`src/rtl/axi_lite_rd_arbiter_pkg.sv`:
```
// Shared definitions for the two-master AXI4-Lite read arbiter.
//   state_e      : arbiter FSM encoding (IDLE/ADDR/DATA/ERR)
//   RESP_*       : AXI read response codes used by the arbiter
//   wdog_cnt_width: watchdog counter width for a given limit, clamped to 8..32 bits
package axi_lite_rd_arbiter_pkg;

  typedef enum logic [1:0] {
    StIdle = 2'd0,
    StAddr = 2'd1,
    StData = 2'd2,
    StErr  = 2'd3
  } state_e;

  localparam logic [1:0] RESP_OKAY   = 2'b00;
  localparam logic [1:0] RESP_SLVERR = 2'b10;

  function automatic int unsigned wdog_cnt_width(input int unsigned limit);
    int unsigned w;
    w = $clog2(limit + 1);
    if (w < 8) begin
      w = 8;
    end else if (w > 32) begin
      w = 32;
    end
    return w;
  endfunction

endpackage

```
`src/rtl/axi_lite_rd_arbiter_if.sv`:
```
// One AXI4-Lite read channel (AR + R).
//   master modport: drives arvalid/araddr/rready, receives arready/rvalid/rdata/rresp
//   slave  modport: the opposite direction
interface axi_lite_rd_arbiter_if #(
  parameter int unsigned ADDR_W = 32,
  parameter int unsigned DATA_W = 32
);
  logic              arvalid;
  logic              arready;
  logic [ADDR_W-1:0] araddr;
  logic              rvalid;
  logic              rready;
  logic [DATA_W-1:0] rdata;
  logic [1:0]        rresp;

  modport master (
    output arvalid, araddr, rready,
    input  arready, rvalid, rdata, rresp
  );

  modport slave (
    input  arvalid, araddr, rready,
    output arready, rvalid, rdata, rresp
  );
endinterface

```
`src/rtl/axi_lite_rd_arbiter_rr_arb2.sv`:
```
// Combinational two-way round-robin picker.
//   req        : request vector, bit i = master i
//   last_grant : index granted most recently
//   gnt_valid  : at least one request present
//   gnt_idx    : winning index; on a tie the master other than last_grant wins
module axi_lite_rd_arbiter_rr_arb2 (
  input  logic [1:0] req,
  input  logic       last_grant,
  output logic       gnt_valid,
  output logic       gnt_idx
);

  always_comb begin
    gnt_valid = |req;
    unique case (req)
      2'b01:   gnt_idx = 1'b0;
      2'b10:   gnt_idx = 1'b1;
      2'b11:   gnt_idx = ~last_grant;
      default: gnt_idx = 1'b0;
    endcase
  end

endmodule

```
`src/rtl/axi_lite_rd_arbiter.sv`:
```
// Two-master, one-slave AXI4-Lite read arbiter. One transaction outstanding at a time,
// round-robin between masters, AR path registered, R path combinational pass-through.
// Optional watchdog (define ARB_TIMEOUT_EN) turns a hung slave into an SLVERR beat.
//   clk, rst : clock, asynchronous active-high reset
//   m0, m1   : master-facing read channels (slave modport)
//   s        : slave-facing read channel (master modport)
module axi_lite_rd_arbiter
  import axi_lite_rd_arbiter_pkg::*;
#(
  parameter int unsigned ADDR_W         = 32,
  parameter int unsigned DATA_W         = 32,
  parameter int unsigned TIMEOUT_CYCLES = 255
) (
  input  logic                   clk,
  input  logic                   rst,
  axi_lite_rd_arbiter_if.slave   m0,
  axi_lite_rd_arbiter_if.slave   m1,
  axi_lite_rd_arbiter_if.master  s
);

  state_e            state_q, state_d;
  logic [ADDR_W-1:0] addr_q, addr_d;
  logic              gnt_q, gnt_d;
  logic              last_q, last_d;
  logic              pick_valid, pick_idx;
  logic              gnt_rready;

`ifdef ARB_TIMEOUT_EN
  localparam int unsigned   CntW   = wdog_cnt_width(TIMEOUT_CYCLES);
  localparam logic [CntW-1:0] CntMax = CntW'(TIMEOUT_CYCLES);
  logic [CntW-1:0] cnt_q, cnt_d, cnt_inc;
  assign cnt_inc = cnt_q + 1'b1;
`else
  logic unused_timeout;
  assign unused_timeout = ^{TIMEOUT_CYCLES, RESP_SLVERR};
`endif

  axi_lite_rd_arbiter_rr_arb2 u_rr_arb2 (
    .req        ({m1.arvalid, m0.arvalid}),
    .last_grant (last_q),
    .gnt_valid  (pick_valid),
    .gnt_idx    (pick_idx)
  );

  assign gnt_rready = gnt_q ? m1.rready : m0.rready;
  assign s.araddr   = addr_q;

  always_ff @(posedge clk or posedge rst) begin
    if (rst) begin
      state_q <= StIdle;
    end else begin
      state_q <= state_d;
    end
  end

  // last_q resets to 1 so master 0 wins the first tie.
  always_ff @(posedge clk or posedge rst) begin
    if (rst) begin
      addr_q <= '0;
      gnt_q  <= 1'b0;
      last_q <= 1'b1;
`ifdef ARB_TIMEOUT_EN
      cnt_q  <= '0;
`endif
    end else begin
      addr_q <= addr_d;
      gnt_q  <= gnt_d;
      last_q <= last_d;
`ifdef ARB_TIMEOUT_EN
      cnt_q  <= cnt_d;
`endif
    end
  end

  always_comb begin
    state_d = state_q;
    addr_d  = addr_q;
    gnt_d   = gnt_q;
    last_d  = last_q;
`ifdef ARB_TIMEOUT_EN
    cnt_d   = cnt_q;
`endif
    unique case (state_q)
      StIdle: begin
        if (pick_valid) begin
          state_d = StAddr;
          addr_d  = pick_idx ? m1.araddr : m0.araddr;
          gnt_d   = pick_idx;
          last_d  = pick_idx;
`ifdef ARB_TIMEOUT_EN
          cnt_d   = '0;
`endif
        end
      end
      StAddr: begin
        if (s.arready) begin
          state_d = StData;
        end
`ifdef ARB_TIMEOUT_EN
        else begin
          cnt_d = cnt_inc;
          if (cnt_inc >= CntMax) state_d = StErr;
        end
`endif
      end
      StData: begin
        if (s.rvalid && gnt_rready) begin
          state_d = StIdle;
        end
`ifdef ARB_TIMEOUT_EN
        // A beat held back by the master is not a slave stall.
        else if (!s.rvalid) begin
          cnt_d = cnt_inc;
          if (cnt_inc >= CntMax) state_d = StErr;
        end
`endif
      end
`ifdef ARB_TIMEOUT_EN
      StErr: begin
        if (gnt_rready) state_d = StIdle;
      end
`endif
      default: state_d = StIdle;
    endcase
  end

  always_comb begin
    m0.arready = 1'b0;
    m1.arready = 1'b0;
    m0.rvalid  = 1'b0;
    m1.rvalid  = 1'b0;
    m0.rdata   = '0;
    m1.rdata   = '0;
    m0.rresp   = RESP_OKAY;
    m1.rresp   = RESP_OKAY;
    s.arvalid  = 1'b0;
    s.rready   = 1'b0;
    unique case (state_q)
      // arready is combinational from arvalid, so hold it low while reset is asserted.
      StIdle: begin
        m0.arready = !rst && pick_valid && !pick_idx;
        m1.arready = !rst && pick_valid && pick_idx;
      end
      StAddr: s.arvalid = 1'b1;
      StData: begin
        s.rready = gnt_rready;
        if (gnt_q) begin
          m1.rvalid = s.rvalid;
          m1.rdata  = s.rdata;
          m1.rresp  = s.rresp;
        end else begin
          m0.rvalid = s.rvalid;
          m0.rdata  = s.rdata;
          m0.rresp  = s.rresp;
        end
      end
`ifdef ARB_TIMEOUT_EN
      // Keep rready high so a late slave beat is swallowed rather than left hanging.
      StErr: begin
        s.rready = 1'b1;
        if (gnt_q) begin
          m1.rvalid = 1'b1;
          m1.rresp  = RESP_SLVERR;
        end else begin
          m0.rvalid = 1'b1;
          m0.rresp  = RESP_SLVERR;
        end
      end
`endif
      default: ;
    endcase
  end

endmodule

```
`src/flat_wrapper.sv`:
```
// flat-port wrapper written by rule: the top's interface ports become plain ports
module axi_lite_rd_arbiter_flat import axi_lite_rd_arbiter_pkg::*;
#(
  parameter int unsigned ADDR_W         = 32,
  parameter int unsigned DATA_W         = 32,
  parameter int unsigned TIMEOUT_CYCLES = 255
)
  (clk, rst, m0_arvalid, m0_araddr, m0_rready, m0_arready, m0_rvalid, m0_rdata, m0_rresp, m1_arvalid, m1_araddr, m1_rready, m1_arready, m1_rvalid, m1_rdata, m1_rresp, s_arvalid, s_araddr, s_rready, s_arready, s_rvalid, s_rdata, s_rresp);
  axi_lite_rd_arbiter_if #(.ADDR_W(ADDR_W), .DATA_W(DATA_W)) m0_i ();
  axi_lite_rd_arbiter_if #(.ADDR_W(ADDR_W), .DATA_W(DATA_W)) m1_i ();
  axi_lite_rd_arbiter_if #(.ADDR_W(ADDR_W), .DATA_W(DATA_W)) s_i ();
  input  logic clk;
  input  logic rst;
  input wire logic [$bits(m0_i.arvalid)-1:0] m0_arvalid;
  input wire logic [$bits(m0_i.araddr)-1:0] m0_araddr;
  input wire logic [$bits(m0_i.rready)-1:0] m0_rready;
  output wire logic [$bits(m0_i.arready)-1:0] m0_arready;
  output wire logic [$bits(m0_i.rvalid)-1:0] m0_rvalid;
  output wire logic [$bits(m0_i.rdata)-1:0] m0_rdata;
  output wire logic [$bits(m0_i.rresp)-1:0] m0_rresp;
  input wire logic [$bits(m1_i.arvalid)-1:0] m1_arvalid;
  input wire logic [$bits(m1_i.araddr)-1:0] m1_araddr;
  input wire logic [$bits(m1_i.rready)-1:0] m1_rready;
  output wire logic [$bits(m1_i.arready)-1:0] m1_arready;
  output wire logic [$bits(m1_i.rvalid)-1:0] m1_rvalid;
  output wire logic [$bits(m1_i.rdata)-1:0] m1_rdata;
  output wire logic [$bits(m1_i.rresp)-1:0] m1_rresp;
  output wire logic [$bits(s_i.arvalid)-1:0] s_arvalid;
  output wire logic [$bits(s_i.araddr)-1:0] s_araddr;
  output wire logic [$bits(s_i.rready)-1:0] s_rready;
  input wire logic [$bits(s_i.arready)-1:0] s_arready;
  input wire logic [$bits(s_i.rvalid)-1:0] s_rvalid;
  input wire logic [$bits(s_i.rdata)-1:0] s_rdata;
  input wire logic [$bits(s_i.rresp)-1:0] s_rresp;
  assign m0_i.arvalid = m0_arvalid;
  assign m0_i.araddr = m0_araddr;
  assign m0_i.rready = m0_rready;
  assign m0_arready = m0_i.arready;
  assign m0_rvalid = m0_i.rvalid;
  assign m0_rdata = m0_i.rdata;
  assign m0_rresp = m0_i.rresp;
  assign m1_i.arvalid = m1_arvalid;
  assign m1_i.araddr = m1_araddr;
  assign m1_i.rready = m1_rready;
  assign m1_arready = m1_i.arready;
  assign m1_rvalid = m1_i.rvalid;
  assign m1_rdata = m1_i.rdata;
  assign m1_rresp = m1_i.rresp;
  assign s_arvalid = s_i.arvalid;
  assign s_araddr = s_i.araddr;
  assign s_rready = s_i.rready;
  assign s_i.arready = s_arready;
  assign s_i.rvalid = s_rvalid;
  assign s_i.rdata = s_rdata;
  assign s_i.rresp = s_rresp;
  axi_lite_rd_arbiter #(.ADDR_W(ADDR_W), .DATA_W(DATA_W), .TIMEOUT_CYCLES(TIMEOUT_CYCLES)) u_core (.clk(clk), .rst(rst), .m0(m0_i), .m1(m1_i), .s(s_i));
endmodule
```
`config.mk`:
```
export PLATFORM = sky130hd
export DESIGN_NAME = axi_lite_rd_arbiter_flat
export DESIGN_NICKNAME = d
export VERILOG_FILES = /design/src/rtl/axi_lite_rd_arbiter_pkg.sv /design/src/rtl/axi_lite_rd_arbiter_if.sv /design/src/rtl/axi_lite_rd_arbiter_rr_arb2.sv /design/src/rtl/axi_lite_rd_arbiter.sv /design/src/flat_wrapper.sv
export SDC_FILE = /design/constraint.sdc
export NUM_CORES = 1
export LEC_CHECK = 0
export CORE_ASPECT_RATIO = 1.25
export CORE_MARGIN = 4
export CORE_UTILIZATION = 32
export DETAILED_ROUTE_END_ITERATION = 12
export GPL_TIMING_DRIVEN = 0
export PLACE_DENSITY = 0.83
export SKIP_LAST_GASP = 1
export SLEW_MARGIN = 20
export SYNTH_ARGS = -nofsm -noshare
export SYNTH_HDL_FRONTEND = slang
export SYNTH_SLANG_ARGS = --single-unit
```
`constraint.sdc`:
```
create_clock -name clk -period 1.91 [get_ports clk]
set_input_delay 0.382 -clock clk [delete_from_list [all_inputs] [get_ports clk]]
set_output_delay 0.382 -clock clk [all_outputs]
set_load 0.01 [all_outputs]
```
==> results of run 1 <==
through the flow:
step                      hold WS [ps]  power, mW  util [%]  area [um^2]  setup TNS (ps)
after floorplan                    452       3.02         -         2400               0
after global placement             527       4.63      63.2         4620          -35170
after detailed placement           537       4.71      63.2         4620          -32630
after CTS                          511       5.94      69.9         5110           -5410
after global routing               553       6.52      72.1         5280           -8260
final                              519       6.16      72.1         5280           -2330
registers in the layout, indices dropped and copies added, names as in the netlist:
| register | flops |
|---|---|
| u_core.last_q | 1 |
| u_core.s.araddr | 32 |
| u_core.gnt_q | 1 |
| u_core.state_q | 2 |
worst reg2reg max path: cells and delay by family (launching register included):
family	cells	cell delay, ps
flops	1	430
buf+inv	3	750
simple gates	1	120
compound gates	2	330
cell usage in the layout (no fill, tap or decap), drive strengths merged, types with 2 or more instances in the layout:
master         instances
nor2                   6
inv                    3
o21ai                  2
clkbuf                18
nand2                 66
dfrtp                 35
dlymetal6s2s           2
dlygate4sd2            6
and2                  71
a31oi                 33
nand2b                 2
clkdlybuf4s50        135
a21oi                 33
buf                  115
path summary, 6_finish.rpt:
| check | startpoint | to | depth (start not counted) |
|---|---|---|---|
| min reg2reg | u_core.s.araddr[23]$_DFFE_PP0P_ | u_core.s.araddr[23]$_DFFE_PP0P_ | 2 |
| max | u_core.state_q[0]$_DFFE_PP0P_ | m1_rdata[19] | 8 |
| max reg2reg | u_core.state_q[1]$_DFFE_PP0P_ | u_core.s.araddr[21]$_DFFE_PP0P_ | 6 |
| min in group asynchronous | rst | u_core.s.araddr[12]$_DFFE_PP0P_ | 2 |
| min | m0_arvalid | u_core.last_q$_DFFE_PP1P_ | 2 |
| max in group asynchronous | rst | u_core.state_q[1]$_DFFE_PP0P_ | 2 |
final cells by class:
class | count | area (um^2)
plain buffers | 22 | 201
clock buffers | 7 | 96.3
clock inverters | 1 | 30.0
fillers | 524 | 2040
inverters | 3 | 13.8
multi-input cells | 220 | 1520
flip-flops and latches | 36 | 905
well taps | 92 | 115
repair buffers | 247 | 2390
timing repair:
action / 4_1_cts / 5_1_grt
cloned: 7 / 0
pin swaps: 14 / 19
buffers inserted: 27 / 11
endpoints found under the setup margin: 73 / 70
gates resized for setup: 348 / 93
cell families after synthesis:
logic type | share of synthesized area, %
AND/OR/NAND/NOR | 31.1
AO/OA/AOI/OAI | 25.0
flip-flops | 37.7
buffers and inverters | 5.80
multiplexers | 0.418
layer usage:
layer | vias to the layer above | share of wire [%]
li1 | 1441 | -
met1 | 1429 | 35
met2 | 158 | 53
met3 | 27 | 9.5
met4 | 6 | 2.7
met5 | - | 0.29
where the power goes:
part	leakage, nW	internal (mW)	switching, mW	total [mW]
clock network	0.0645	0.461	0.280	0.741
registers	0.402	1.16	0.246	1.41
logic	1.91	2.24	1.77	4.01
total	2.38	3.86	2.30	6.16
==> run metrics, run 1 <==
first-pass GRT wire length between 15000 and 20000 um; Yosys cell types 24; Placed Cells a little under 600; Buf/Inv on CP 5; Setup WS post-layout -132 ps; Clock Skew ~5.8 ps; DR pass1 iterations 4; crit start category flop; required time of the critical path 1530 ps; initial antenna violation count 3; Tightest Pin Transition slightly below 800 ps; worst hold-check path type in2reg; Synth Register Bits 36; M3 GR Usage under 10%; sequential cell area fraction in the yosys report between 30% and 40%; Leakage around 2.4 nW; failing checks negative setup slack; Worst-Skew Late Latency 290 ps; Cell Pwr Density 1170 mW/mm^2; Via Count 3061; CTS tree yes; Max VDD drop around 0.72 mV; Crit Path Max Fanout 4; CP top delay family buffers and inverters; Layout Cells excl Fill around 630; ratio of cells with drive above 1 in the final layout between 30% and 40%; crit path capture type primary output; Vert. Die Dim around 100 um; initial DRC count 64; die area 0.00894 mm^2; Placer Congestion between 0.9 and 1; grt met2 use between 40% and 50%; CTS Sinks 36; Final #Nets between 600 and 700; Slew HR 48.4%; Tmin final 2040 ps; dpl hpwl ~8000 um; gr ovfl total 0; Initial Utilization between 30% and 40%; clock-pin slew of the registers on the worst-case setup and hold paths approximately 80 ps; R2R setup slack around 210 ps; grt peak-use layer met2; Final Max Tran Viols 0; Mapped Area 0.00240 mm^2; Final Hold Fails 0; Post-Place Setup Slack -786 ps; Yosys warning total 0; final worst-path cycle share 107%; most frequent cell after synthesis and2_1; P&R area growth vs syn 120%; Remaining DRCs 0; mean routed wirelength per cell roughly 18 um; Post-synth EDFFs 0; Inserted Clock Buffers 5; Mapped Nets between 300 and 400; Async SR Flop Fraction between 90% and 100%; placement row count 35; H-tree Lvls 2; ys flop type dfrtp_1; largest net degree at the start of global routing 37; vias in the first global route approximately 3200; Total Wirelength ~11000 um; top cells by count, synth and2_1 (70), nand2_1 (66), dfrtp_1 (35); unrepaired setup endpoints after global routing yes; GRT Resource Usage Total a little under a quarter; ANT nets after route 0; Port Buffer Count ~210; final setup violation count 52; Die X about 85 um; critical path class reg2out; I/O pins ~210; Root Buffer clkbuf_8; synth top area cells dfrtp_1 (37%), and2_1 (18%), a31oi_2 (16%); most frequent CP cell buf_6; # hold bufs at CTS 0; slowest stage delay, CP between 300 and 400 ps; syn_area_per_cell approximately 8.5 um^2; Synth area leader dfrtp_1; GR Util met1 between 20% and 30%; cells after synthesis about 280; diodes inserted 0; CP Cell Sequence nand2b_4, nor2_4, buf_6, buf_8, buf_6, buf_6, and2_4, buf_6; status finished, violations left; Data arrival, critical path between 1500 and 2000 ps; slowest cell on the critical path dfrtp_1; core region area approximately 0.0073 mm^2; number of max-cap violations 0; Max Freq between 400 and 500 MHz; vias per cell approximately 4.9; share of the synthesized area in the top cell type a little over a third; clock tree buffer depth 2
No activity file was read; power rests on OpenSTA's default activity.
==> run 2, diff against run 1 <==
Settings changed: CORE_MARGIN 4 to 5, SLEW_MARGIN 20 to unset.
==> run 2 against run 1 <==
Compared with the run above: the run still ends with negative setup slack left; global-route usage down 1.2 points; combinational power down 2%; fmax up 4.1%; hold slack about the same; routed wire length down 0.97%; via count down 0.59%; clock power down 30%; core utilization down 2.2 points; setup slack better by 81 ps; non-clock buffer count down 10; sequential share of layout area up 0.43 points; critical path type unchanged; critical endpoint is now m1_rvalid; largest cell class unchanged; largest power group unchanged.
==> run metrics, run 2 (same netlist as run 1, synthesis figures left out) <==
status finished, violations left; failing checks negative setup slack; die area 0.00933 mm^2 (+4.3%); P&R area growth vs syn 115%; Inserted Clock Buffers 5 (unchanged); critical path class reg2out; ratio of cells with drive above 1 in the final layout 40.3% (+0.38 points); mean routed wirelength per cell 18.2 um (+0.47%); Setup WS post-layout -50.8 ps (+80.7 ps); Final #Nets 632 (-1.4%); initial antenna violation count 4 (+1); max FFs per register 32 (unchanged); number of max-cap violations 0 (unchanged); Placed Cells 584 (unchanged); Multi-input gate area 0.00153 mm^2 (+0.57%); vias in the first global route 3063 (-3.3%); dpl hpwl 8500 um (+6.3%); Tmin final 1960 ps (-80.7 ps); clock-pin slew of the registers on the worst-case setup and hold paths 70 ps (about the same); most frequent cells in the layout clkdlybuf4s50_1 (135), nand2_1 (66), buf_6 (64); Max Freq 510 MHz (+4.1%); Max VDD drop 0.647 mV (-10%); Crit Path Max Fanout 4 (unchanged); CTS Sinks 36 (unchanged); final worst-path cycle share 103% (-4.2 points); worst hold slack 518 ps (-0.433 ps); unrepaired setup endpoints after global routing yes; Data arrival, critical path 1580 ps (-80 ps); I/O pins 212 (unchanged); Leakage 2.28 nW (-4.3%); worst hold-check path type in2reg; first-pass GRT wire length 15800 um (-3.2%); Placer Congestion 0.998 (+2.5%); H-tree Lvls 2 (unchanged); GRT Resource Usage Total 22.1% (-1.2 points); Die X 87.4 um (+2.3%); Slew HR 47.5% (-0.89 points); final setup violation count 12 (-77%); fillers 581 (+11%); Vert. Die Dim 107 um (+1.9%); CTS tree yes; vias per cell 4.92 (+0.86%); Final Hold Fails 0 (unchanged); gr ovfl total 0 (unchanged); Tightest Pin Transition 786 ps (+13.3 ps); Cell Pwr Density 1140 mW/mm^2 (-2.7%); Root Buffer clkbuf_8; clock tree buffer depth 2 (unchanged); DR pass1 iterations 4 (unchanged); Worst-Skew Late Latency 290 ps (about the same); placement row count 35 (unchanged); initial DRC count 64 (unchanged); crit path capture type primary output; final core utilization 69.9% (-2.2 points); crit start category flop; Total Wirelength 11300 um (-0.97%); most common cell after layout, fill and taps aside clkdlybuf4s50_1; total area of sequential cells 905 um^2 (unchanged); setup tns final -386 ps (+1940 ps); ANT nets after route 0 (unchanged); largest net degree at the start of global routing 37 (unchanged); Port Buffer Count 211 (unchanged); Final Max Tran Viols 0 (unchanged); Initial Utilization 32.6% (-0.20 points); required time of the critical path 1530 ps (about the same); Remaining DRCs 0 (unchanged); Layout Cells excl Fill 619 (-1.4%); Via Count 3043 (-0.59%); Clock Skew 8.34 ps (+2.50 ps); core region area 0.00736 mm^2 (+0.60%)
-- run 2: changes by cell type in the layout (fill, tap and decap cells not counted), sizes merged --
cell / delta
nor2: +1
clkbuf: +4
diode: +1
bufinv: -1
clkinvlp: +1
dlymetal6s2s: -1
clkinv: +1
dlygate4sd2: -2
buf: -13
-- run 2: layout make-up --
cell class	instances	area share [%]
buffer	22	3.94
clock buffer	5	1.34
antenna	1	0.0486
sequential	36	17.6
multi-input combinational	221	29.8
inverter	3	0.219
clock inverter	2	0.243
tap	92	2.24
timing repair buffer	237	44.6
-- run 2: path summary, 6_finish.rpt --
check,cells past startpoint,to,startpoint,slack (ps)
worst max-delay path,7,m1_rvalid,u_core.gnt_q$_DFFE_PP0P_,-50
worst min-delay path,2,u_core.last_q$_DFFE_PP1P_,m0_arvalid,520
worst max register to register,6,u_core.s.araddr[18]$_DFFE_PP0P_,u_core.state_q[1]$_DFFE_PP0P_,260
worst min register to register,2,u_core.s.araddr[16]$_DFFE_PP0P_,u_core.s.araddr[16]$_DFFE_PP0P_,560
max in group asynchronous,2,u_core.state_q[1]$_DFFE_PP0P_,rst,730
min in group asynchronous,2,u_core.s.araddr[5]$_DFFE_PP0P_,rst,640
-- run 2: critical path, cell delays in order (launching register included) --
cell and delay (ps):
dfrtp_2 460, inv_2 130, nor2_4 70, buf_6 120
buf_4 120, buf_4 120, and2_1 140, buf_2 130
-- run 2: per-stage QoR --
stage               area, um^2  setup WS [ps]  power (mW)
global route              5150           -118        6.21
CTS                       4860           -191        5.60
finish                    5150          -50.8        5.84
floorplan                 2400            319        3.02
detailed placement        4620           -819        4.74
global placement          4620           -789        4.65
-- run 2: timing repair --
action                                  4_1_cts  5_1_grt
gates resized for setup                     323      119
gates cloned                                  4        0
setup buffers                                21        5
hold buffers                                  0        0
pin swaps                                    14       11
endpoints found under the setup margin       73       68
-- run 2: report_power, final --
part | switching (mW) | total (mW) | internal [mW]
clock | 0.273 | 0.520 | 0.247
combinational | 1.74 | 3.92 | 2.18
sequential | 0.241 | 1.40 | 1.16
-- run 2: metal layers --
layer | share of wire (%) | up-vias | track usage, %
li1 | - | 1431 | -
met1 | 33 | 1397 | 20.9
met2 | 52 | 169 | 41.1
met3 | 11 | 40 | 8.69
met4 | 4.2 | 6 | 9.10
met5 | 0.32 | - | 0
==> run 3, diff against run 2 <==
Settings changed: CELL_PAD_IN_SITES_DETAIL_PLACEMENT set to 2, CELL_PAD_IN_SITES_GLOBAL_PLACEMENT set to 2, CORE_MARGIN 5 to unset, CORE_UTILIZATION 32 to 15, PLACE_DENSITY 0.83 to 0.8.
==> run 3 against run 2 <==
Compared with the run above: the run still ends with negative setup slack left; cell count rose by 22%; core utilization fell by 34 points; sequential cell count did not move; sequential share of layout area fell by 1.6 points; clock skew fell by 4.1 ps; die area rose by 77%; global-route usage fell by 6.2 points; critical path type unchanged.
==> run metrics, run 3 (same netlist as run 1, synthesis figures left out) <==
status finished, violations left; failing checks negative setup slack; worst r2r src u_core.last_q$_DFFE_PP1P_; Remaining DRCs 0 (unchanged); Worst-Skew Late Latency 280 ps (about the same); CP top delay family simple AND/OR/NAND/NOR gates; initial DRC count 33 (-48%); slowest stage delay, CP 380 ps (-80 ps); I/O pins 212 (unchanged); Crit Path Max Fanout 5 (+1); Inserted Clock Buffers 5 (unchanged); dpl hpwl 9330 um (+9.8%); largest net degree at the start of global routing 37 (unchanged); clock-pin slew of the registers on the worst-case setup and hold paths 60 ps (about the same); final core utilization 36.4% (-34 points); number of max-cap violations 0 (unchanged); Data arrival, critical path 1690 ps (+110 ps); Max VDD drop 0.502 mV (-22%); worst hold slack 348 ps (-170 ps); critical path class reg2out; core region area 0.0156 mm^2 (+110%); most frequent cells in the layout clkdlybuf4s50_1 (135), buf_6 (95), nand2_1 (65); post-route cell area 0.00567 mm^2 (+10%); Buf/Inv on CP 5 (unchanged); final worst-path cycle share 109% (+6.1 points); Total Wirelength 13800 um (+22%); Cell Pwr Density 1180 mW/mm^2 (+4.1%); Root Buffer clkbuf_16; Clock Skew 4.28 ps (-4.06 ps); slowest cell on the critical path dfrtp_1; Placer Congestion 0.712 (-29%); gr ovfl total 0 (unchanged); Final Max Tran Viols 0 (unchanged); crit path capture type primary output; max FFs per register 32 (unchanged); Vert. Die Dim 143 um (+34%); required time of the critical path 1530 ps (about the same); placement row count 51 (+46%); vias in the first global route 3543 (+16%); most common cell after layout, fill and taps aside clkdlybuf4s50_1; Die X 115 um (+32%); clock tree buffer depth 2 (unchanged); GRT Resource Usage Total 15.9% (-6.2 points); Tmin final 2080 ps (+116 ps); worst hold-check path type in2reg; first-pass GRT wire length 19900 um (+25%); most frequent CP cell buf_6; Final Hold Fails 0 (unchanged); mean routed wirelength per cell 18.2 um (about the same); diodes inserted 0 (-1); min-delay src m0_arvalid; final setup violation count 61 (+49); Tightest Pin Transition 811 ps (+25.1 ps); DR pass1 iterations 4 (unchanged); CTS tree yes; Cell Area, Placed 0.00477 mm^2 (+3.2%); Slew HR 45.8% (-1.7 points); P&R area growth vs syn 137%; Port Buffer Count 211 (unchanged); Setup WS post-layout -167 ps (-116 ps); CP Cell Sequence nand2b_4, nor2_4, buf_6, buf_8, buf_6, buf_6, and2_4, buf_6; vias per cell 4.12 (-16%); Via Count 3117 (+2.4%); H-tree Lvls 2 (unchanged); crit start category flop; ANT nets after route 0 (unchanged); unrepaired setup endpoints after global routing yes; Leakage 2.45 nW (+7.5%); CP Launch Point u_core.state_q[0]$_DFFE_PP0P_; ratio of cells with drive above 1 in the final layout 43.6% (+3.3 points); die area 0.0165 mm^2 (+77%); Max Freq 481 MHz (-5.6%); initial antenna violation count 0 (-4); CTS Sinks 36 (unchanged); Final #Nets 649 (+2.7%); Initial Utilization 15.4% (-17 points)
[run 3: cell types whose count changed in the layout (fill, tap and decap cells not counted), sizes merged]
cell,delta
clkinvlp,-1
clkdlybuf4s15,+2
clkinv,-1
buf,+21
dlygate4sd2,-1
diode,-1
nor2,-2
bufinv,+1
dlymetal6s2s,-1
[run 3: cell type report]
class | instances | area (um^2)
Multi-Input combinational cell | 219 | 1550
Inverter | 3 | 11.3
Sequential cell | 36 | 903
Clock inverter | 1 | 30.0
Clock buffer | 7 | 153
Buffer | 21 | 183
Timing Repair Buffer | 257 | 2570
Fill cell | 1742 | 9900
Tap cell | 212 | 265
[run 3: stage by stage]
step,total power [mW],cells,TNS [ps],setup WS [ps]
2_1_floorplan,3.02,281,0,319
3_3_place_gp,4.73,704,-47760,-857
3_5_place_dp,4.85,704,-40950,-879
4_1_cts,6.52,750,-6200,-198
5_1_grt,7.15,756,-7400,-219
6_report,6.70,756,-4350,-167
[run 3: layer usage]
metal	wire, um	vias to the layer above	track usage, %
met2	7780	150	31.8
met1	4810	1491	16.2
met3	977	16	3.58
met5	0	-	0
met4	229	0	4.10
li1	-	1460	-
[run 3: final timing paths]
path / endpoint / slack, ps / cells after the start
setup / recovery: m1_rdata[30] / -170 / 8
setup reg to reg: u_core.s.araddr[10]$_DFFE_PP0P_ / 180 / 5
hold reg to reg: u_core.s.araddr[7]$_DFFE_PP0P_ / 560 / 2
max in group asynchronous: u_core.state_q[1]$_DFFE_PP0P_ / 660 / 2
hold / removal: u_core.last_q$_DFFE_PP1P_ / 350 / 2
min in group asynchronous: u_core.s.araddr[9]$_DFFE_PP0P_ / 700 / 2
[run 3: timing repair]
item                       4_1_cts  5_1_grt
resized for setup              402       84
cloned                           5        0
setup endpoints to repair       76       71
pin swaps                       33       11
setup buffers                   33       15
hold buffers                     0        0
[run 3: power breakdown]
part	internal [mW]	leakage, nW	switching, mW	total [mW]
Clock	0.688	0.0901	0.340	1.03
Sequential	1.16	0.404	0.257	1.42
Combinational	2.38	1.95	1.87	4.25
Total	4.23	2.45	2.47	6.70
